===== src/rtl/fork_event_filter.sv =====
// Debounces the four UART detector bits and reports one fork event per armed junction.
// Optional build macro FORK_EVENT_COUNT_EN adds a saturating fork_count output.
module fork_event_filter #(
    parameter int TICK_DIV      = 100000,
    parameter int STABLE_CNT    = 20,
    parameter int HOLDOFF_TICKS = 500
) (
    input  logic       sys_clk,
    input  logic       rst,
    input  logic [3:0] det_raw,
    input  logic       arm,
    output logic [3:0] det_stable,
    output logic       fork_pulse,
    output logic       fork_level,
    output logic       holdoff_active
`ifdef FORK_EVENT_COUNT_EN
    ,
    output logic [7:0] fork_count
`endif
);

    localparam int PW = $clog2(TICK_DIV + 1);
    localparam int DW = $clog2(STABLE_CNT + 1);
    localparam int HW = (HOLDOFF_TICKS > 0) ? $clog2(HOLDOFF_TICKS + 1) : 1;

    localparam logic [PW-1:0] PRE_LAST  = PW'(TICK_DIV - 1);
    localparam logic [DW-1:0] DB_LAST   = DW'(STABLE_CNT - 1);
    localparam logic [HW-1:0] HOLD_INIT = HW'(HOLDOFF_TICKS);

    typedef enum logic [1:0] {IDLE, BLANK, TRACK, HOLD} state_t;

    state_t        state;
    state_t        next_state;
    logic [PW-1:0] pre_cnt;
    logic          tick;
    logic [DW-1:0] db_cnt [4];
    logic [HW-1:0] hold_cnt;
    logic          junction;

    assign tick = (pre_cnt == PRE_LAST);

    // NOTE: sequential state uses <= so every register samples pre-edge values.
    always_ff @(posedge sys_clk or negedge rst) begin
        if (!rst) begin
            pre_cnt <= '0;
        end else if (tick) begin
            pre_cnt <= '0;
        end else begin
            pre_cnt <= pre_cnt + PW'(1);
        end
    end

    // Any tick where raw agrees with stable restarts that bit's run.
    always_ff @(posedge sys_clk or negedge rst) begin
        if (!rst) begin
            det_stable <= '0;
            // NOTE: db_cnt is four small flops, not a RAM, so clearing it in reset is cheap and safe.
            for (int i = 0; i < 4; i++) begin
                db_cnt[i] <= '0;
            end
        end else if (tick) begin
            for (int i = 0; i < 4; i++) begin
                if (det_raw[i] == det_stable[i]) begin
                    db_cnt[i] <= '0;
                end else if (db_cnt[i] == DB_LAST) begin
                    det_stable[i] <= det_raw[i];
                    db_cnt[i]     <= '0;
                end else begin
                    db_cnt[i] <= db_cnt[i] + DW'(1);
                end
            end
        end
    end

    // Plain corridor is front open with both sides blocked; back is ignored.
    assign junction = !(!det_stable[3] && det_stable[1] && det_stable[0]);

    always_ff @(posedge sys_clk or negedge rst) begin
        if (!rst) begin
            hold_cnt <= '0;
        end else if (state == IDLE && arm) begin
            hold_cnt <= HOLD_INIT;
        end else if (state == BLANK && tick && hold_cnt != '0) begin
            hold_cnt <= hold_cnt - HW'(1);
        end
    end

    always_ff @(posedge sys_clk or negedge rst) begin
        if (!rst) begin
            state <= IDLE;
        end else begin
            state <= next_state;
        end
    end

    // NOTE: next_state is defaulted first so no path through the case infers a latch.
    always_comb begin
        next_state = state;
        if (!arm) begin
            next_state = IDLE;
        end else begin
            case (state)
                IDLE:    next_state = (HOLDOFF_TICKS == 0) ? TRACK : BLANK;
                BLANK:   if (hold_cnt == '0) next_state = TRACK;
                TRACK:   if (junction) next_state = HOLD;
                HOLD:    next_state = HOLD;
                default: next_state = IDLE;
            endcase
        end
    end

    always_comb begin
        fork_level     = (state == HOLD);
        holdoff_active = (state == BLANK);
    end

    // The pulse is registered so it lands in the first HOLD cycle only.
    always_ff @(posedge sys_clk or negedge rst) begin
        if (!rst) begin
            fork_pulse <= 1'b0;
        end else begin
            fork_pulse <= (state == TRACK) && (next_state == HOLD);
        end
    end

`ifdef FORK_EVENT_COUNT_EN
    always_ff @(posedge sys_clk or negedge rst) begin
        if (!rst) begin
            fork_count <= '0;
        end else if (fork_pulse && fork_count != 8'hFF) begin
            fork_count <= fork_count + 8'd1;
        end
    end
`endif

endmodule

===== config.mk =====
export PLATFORM = sky130hd
export DESIGN_NAME = fork_event_filter
export DESIGN_NICKNAME = d
export VERILOG_FILES = /design/src/rtl/fork_event_filter.sv
export SDC_FILE = /design/constraint.sdc
export NUM_CORES = 1
export LEC_CHECK = 0
export ABC_AREA = 1
export CORE_MARGIN = 2
export CORE_UTILIZATION = 50
export CTS_BUF_LIST = sky130_fd_sc_hd__clkbuf_4 sky130_fd_sc_hd__clkbuf_8
export CTS_CLUSTER_SIZE = 40
export DETAILED_ROUTE_END_ITERATION = 6
export GPL_TIMING_DRIVEN = 0
export PLACE_DENSITY_LB_ADDON = 0.3
export SLEW_MARGIN = 20
export SYNTH_ARGS = -nofsm -noshare
export SYNTH_HDL_FRONTEND = slang
export SYNTH_SLANG_ARGS = --single-unit

===== constraint.sdc =====
create_clock -name sys_clk -period 1.7 [get_ports sys_clk]
set_input_delay 0.34 -clock sys_clk [delete_from_list [all_inputs] [get_ports sys_clk]]
set_output_delay 0.34 -clock sys_clk [all_outputs]
set_load 0.02 [all_outputs]

After elaboration in Yosys (flattened, before gate mapping)
Index checks and enable logic that the tools add are counted.
- register bits: 53
- output and inout port bits: 7
- word-level logic and storage cells: 65
- $add $sub $neg: 6
- equal/unequal tests: 13
- multiplexer cells: 15
- bitwise gates (word level): 4
- reduce and logical (&&, ||, !) cells: 15
- operator list (cell ; number):
    $mux 5 ; 8
    $add 5x1->5 const B ; 4
    $eq 5x5->1 const B ; 4
    $mux 9 ; 2
    $add 17x1->17 const B ; 1
    $eq 17x17->1 const B ; 1
    $mux 17 ; 1
    $reduce_and 3->1 ; 4
    $logic_not 9->1 ; 1
    $reduce_bool 9->1 ; 1
    $sub 9x1->9 const B ; 1
    $pmux 2 s4 ; 1
    $eq 2x2->1 const B ; 3
    $logic_and 1x1->1 ; 6
    $mux 2 ; 3
    $eq 1x1->1 ; 4
    $not 1->1 ; 4
    $eq 2x1->1 const B ; 1
    $logic_not 2->1 ; 1
    $reduce_bool 2->1 ; 1
    $logic_not 1->1 ; 1

Logic depth before layout (Yosys ltp)
- depth after elaboration: 8
- mapped depth: 11
- gate-level depth less buffers: 10

Worst setup path before layout
OpenSTA, ideal clock, no wires.
- path type: reg-to-reg
- start point: register hold_cnt[0]
- end point: register state[0]
- data arrival time: 1336 ps
- path slack: 244 ps
- stages on the path, launching flop included: 10
- buffers on the path: 0
- clock period less this slack: 1456 ps
- cell sequence: dfrtp_1 > inv_1 > ha_1 > nand2_1 > nor2_1 > nand3b_1 > nand2_1 > nand2_1 > o21ai_0 > inv_1
- word-level cells in the longest chain between the ends: 4
- ends and longest elaborated chain (what ; RTL line ; source):
    start: declaration ; 37 ; logic [HW-1:0] hold_cnt;
    start signal: assignment ; 84 ; hold_cnt <= hold_cnt - HW'(1);
    $logic_not 9->1 ; 104 ; BLANK: if (hold_cnt == '0) next_state = TRACK;
    $mux 2 ; 104 ;
    $pmux 2 s4 ; 102 ; case (state)
    $mux 2 ; 99 ; if (!arm) begin
    via next_state[0] ; 33 ; state_t next_state;
    end signal: assignment ; 92 ; state <= next_state;
    end: declaration ; 32 ; state_t state;
The timed path passes the listed nets, and every way through them passes these cells.
A chain may end at the register's enable or synchronous reset.

Worst setup path in the final report
- start point: register fork_pulse
- end point: output port fork_pulse
- RTL lines (what ; RTL line ; source):
    start: declaration ; 13 ; output logic fork_pulse,
    start signal: assignment ; 122 ; fork_pulse <= (state == TRACK) && (next_state == HOLD);
No word-level cell between the ends.

==> results.toml <==
[worst_setup_path]
worst_r2r_startpoint = "hold_cnt[0]"
path_class = "reg2out"
critical_path_peak_fanout = 1
crit_buf_inv = 1
gate_family_responsible_for_the_most_delay_along_the_worst_path = "buffers and inverters"
worst-r2r-setup-slack_ns = 0.1
crit_path_cell_trace = "clkdlybuf4s50_1"
crit_required_ns = 1.36
worst_r2r_endpoint = "hold_cnt[0]"
cp-start-kind = "register"
endpoint_kind = "output pin"
cp_data_arrival_time_ns = 1.26
critical-path-slowest-cell = "sky130_fd_sc_hd__clkdlybuf4s50_1"
cp_slowest_stage_delay_ns = 0.60
reg2reg_depth = 9

[logic_synthesis]
yosys.area.top_type_share_pct = 44.2
ys_top_cells_by_count = "sky130_fd_sc_hd__nand2_1 (94), sky130_fd_sc_hd__inv_1 (55), sky130_fd_sc_hd__dfrtp_1 (53), sky130_fd_sc_hd__nand3_1 (39), sky130_fd_sc_hd__nor2_1 (33)"
yosys_most_used_dff = "sky130_fd_sc_hd__dfrtp_1"
synth_nets = 393
syn_inst = 380
cell_types_with_the_largest_area_share_after_synthesis = "sky130_fd_sc_hd__dfrtp_1 (44%), sky130_fd_sc_hd__nand2_1 (12%), sky130_fd_sc_hd__inv_1 (6.9%)"
postSynthAreaPerCell_um2 = 7.90
synth_seq_area_share_pct = 44.2
cell_area_synth_um2 = 3000
ys_warn_count = 0
netlist-cell-type-count = 29
synthDominantAreaCellType = "sky130_fd_sc_hd__dfrtp_1"
synth.ff_latch_count = 53
synth_async_sr_flop_share_pct = 100
synth-edff-count = 0
synth_most_common_cell = "sky130_fd_sc_hd__nand2_1"

[power_and_ir_drop]
p_per_area_nw_per_um2 = 715
vdd_drop_max_uv = 419
power.leakage_uw = 0.00177

[clock_tree]
cts_made_buffers = 5
clock_insertion_delay_worst_skew_ns = 0.32
tritoncts = "built"
cts_max_level = 2
cts.sink_count = 53
clock_path_buffers = 2
cts_root_buf = "sky130_fd_sc_hd__clkbuf_8"
clk_pin_slew_ns = 0.11

[drt]
routed-via-count = 2495
antenna_left = 0
detail_route.wirelength_um = 5860
post-route-drc-count = 0
first_pass_iters = 4
drt_iter0_markers = 138
route.detailed.vias_per_inst = 5.09
avgRoutedWirePerCell_um = 12.0

[timing]
report.final.setup_viol = 0
timing.final.max_slew_violations = 0
finalCritPeriodShare_pct = 94.4
worst_pin_slew_ns = 0.674
fmax_ghz = 0.623
min_period_ns = 1.60
report.final.hold_viol_count = 0
timing.max_slew.rel_slack_pct = 55.1
post_route_skew_ns = 0.0115
whs_ns = 0.0492
final.setup.tns_ns = 0

[global_route]
global_route_wire_length_before_repair_um = 10100
largest_net_degree_at_the_start_of_global_routing = 54
globalRouteTotalUtil_pct = 19.4
grt_overflow_total = 0
antenna_violations_before_repair = 0
number_of_global_route_vias_before_repair = 2350

[die]
num_rows = 28
io_pins = 14
initial_core_utilization_pct = 51.3
core_region_area_um2 = 5850
die_area_um2 = 6640
die-height_um = 81.5
die_x_um = 81.5

[placement]
dp.final_hpwl_um = 4040
globalplace.congestion = 0.896
port_buffers = 13

[finish]
drive_above_1_share_pct = 15.7
finish.net_count = 427
num_antenna_cells = 0
area_growth_pct = 15.7
final_core_util_pct = 59.3

[min_path]
worstHoldPathType = "in2async"

[run]
max_cap_violations = 0

[run_status]
outcome = "completed"
-- through the flow --
stage	power (uW)	cell area, um^2	cells	worst slack, ns
2_1_floorplan	1510	3000	380	0.244
3_3_place_gp	1580	3230	468	-1.37
3_5_place_dp	1590	3220	468	-0.0347
4_1_cts	2480	3370	480	0.00149
5_1_grt	2600	3470	490	-0.0219
6_report	2480	3470	490	0.0957
-- worst max-delay path by stage --
| stage | from | end | slack (ns) | depth (start not counted) |
|---|---|---|---|---|
| after floorplan | hold_cnt[0] | state[0] | 0.24 | 9 |
| after global placement | rst | det_stable[1] | -1.37 | 1 |
| after detailed placement | hold_cnt[0] | hold_cnt[7] | -0.03 | 9 |
| after CTS | det_stable[0] | det_stable[0] | 0.001 | 1 |
| after global routing | hold_cnt[0] | hold_cnt[6] | -0.02 | 9 |
| final | fork_pulse | fork_pulse | 0.1 | 1 |
-- worst reg2reg max path: stages (launching register included) --
cell and delay [ns]:
sky130_fd_sc_hd__dfrtp_1 0.40, sky130_fd_sc_hd__inv_1 0.11, sky130_fd_sc_hd__ha_1 0.19, sky130_fd_sc_hd__nand2_2 0.09, sky130_fd_sc_hd__nor2_4 0.11, sky130_fd_sc_hd__nand3b_1 0.19, sky130_fd_sc_hd__nand3_4 0.20, sky130_fd_sc_hd__buf_4 0.14
sky130_fd_sc_hd__nand3_1 0.06, sky130_fd_sc_hd__nand2_1 0.07
-- logic make-up after synthesis --
logic type               after synthesis  share of synthesized area (%)
AO/OA/AOI/OAI                         36                           7.25
XOR/XNOR                              20                           5.84
adder cells (fa/ha/maj)                6                           2.50
buffers and inverters                 61                           8.59
flip-flops                            53                           44.2
AND/OR/NAND/NOR                      204                           31.6
-- per-layer routing --
| layer | global-route usage [%] | wire [um] | up-vias |
|---|---|---|---|
| met5 | 0 | 0 | - |
| met1 | 26.3 | 2830 | 1175 |
| li1 | - | - | 1269 |
| met2 | 32.7 | 2770 | 42 |
| met4 | 3.90 | 64 | 0 |
| met3 | 3.63 | 195 | 9 |
-- sequential cells by signal (all words and copies together) (netlist names) --
| signal | cells |
|---|---|
| db_cnt | 20 |
| det_stable | 4 |
| fork_pulse | 1 |
| hold_cnt | 9 |
| pre_cnt | 17 |
| state | 2 |
-- layout by cell type, fill, tap and decap left out, drive strengths merged, types with 2 or more instances in the layout --
master	netlist	routed
nand3	43	43
nand3b	3	3
clkbuf	0	6
dlygate4sd2	0	3
ha	6	6
nor3	11	11
o21ai	29	29
nor2	40	40
nand4	7	7
xor2	14	14
clkdlybuf4s50	0	6
xnor2	6	6
dlymetal6s2s	0	2
dfrtp	53	53
nand2	97	97
a21oi	5	5
inv	56	56
buf	5	20
or2	3	3
-- where the power goes --
group	internal, uW	leakage (uW)	switching, uW
Clock	441	0.0000543	442
Combinational	103	0.00110	174
Sequential	1290	0.000615	27.8
Total	1840	0.00177	643
-- layout make-up --
class | count | area, um^2
plain buffers | 5 | 47.5
clock buffers | 5 | 68.8
clock inverters | 3 | 46.3
fillers | 550 | 2380
inverters | 56 | 210
multi-input cells | 266 | 1450
flip-flops and latches | 53 | 1330
well taps | 75 | 93.8
repair buffers | 27 | 229
-- repair_timing --
| action | in CTS | in global routing |
|---|---|---|
| endpoints found under the setup margin | 16 | 25 |
| resized for setup | 6 | 12 |
| pin swaps | 1 | 5 |
| hold buffers | 0 | 0 |
| cloned | 0 | 0 |
| buffers inserted | 4 | 10 |
No activity file was read; power rests on OpenSTA's default activity.
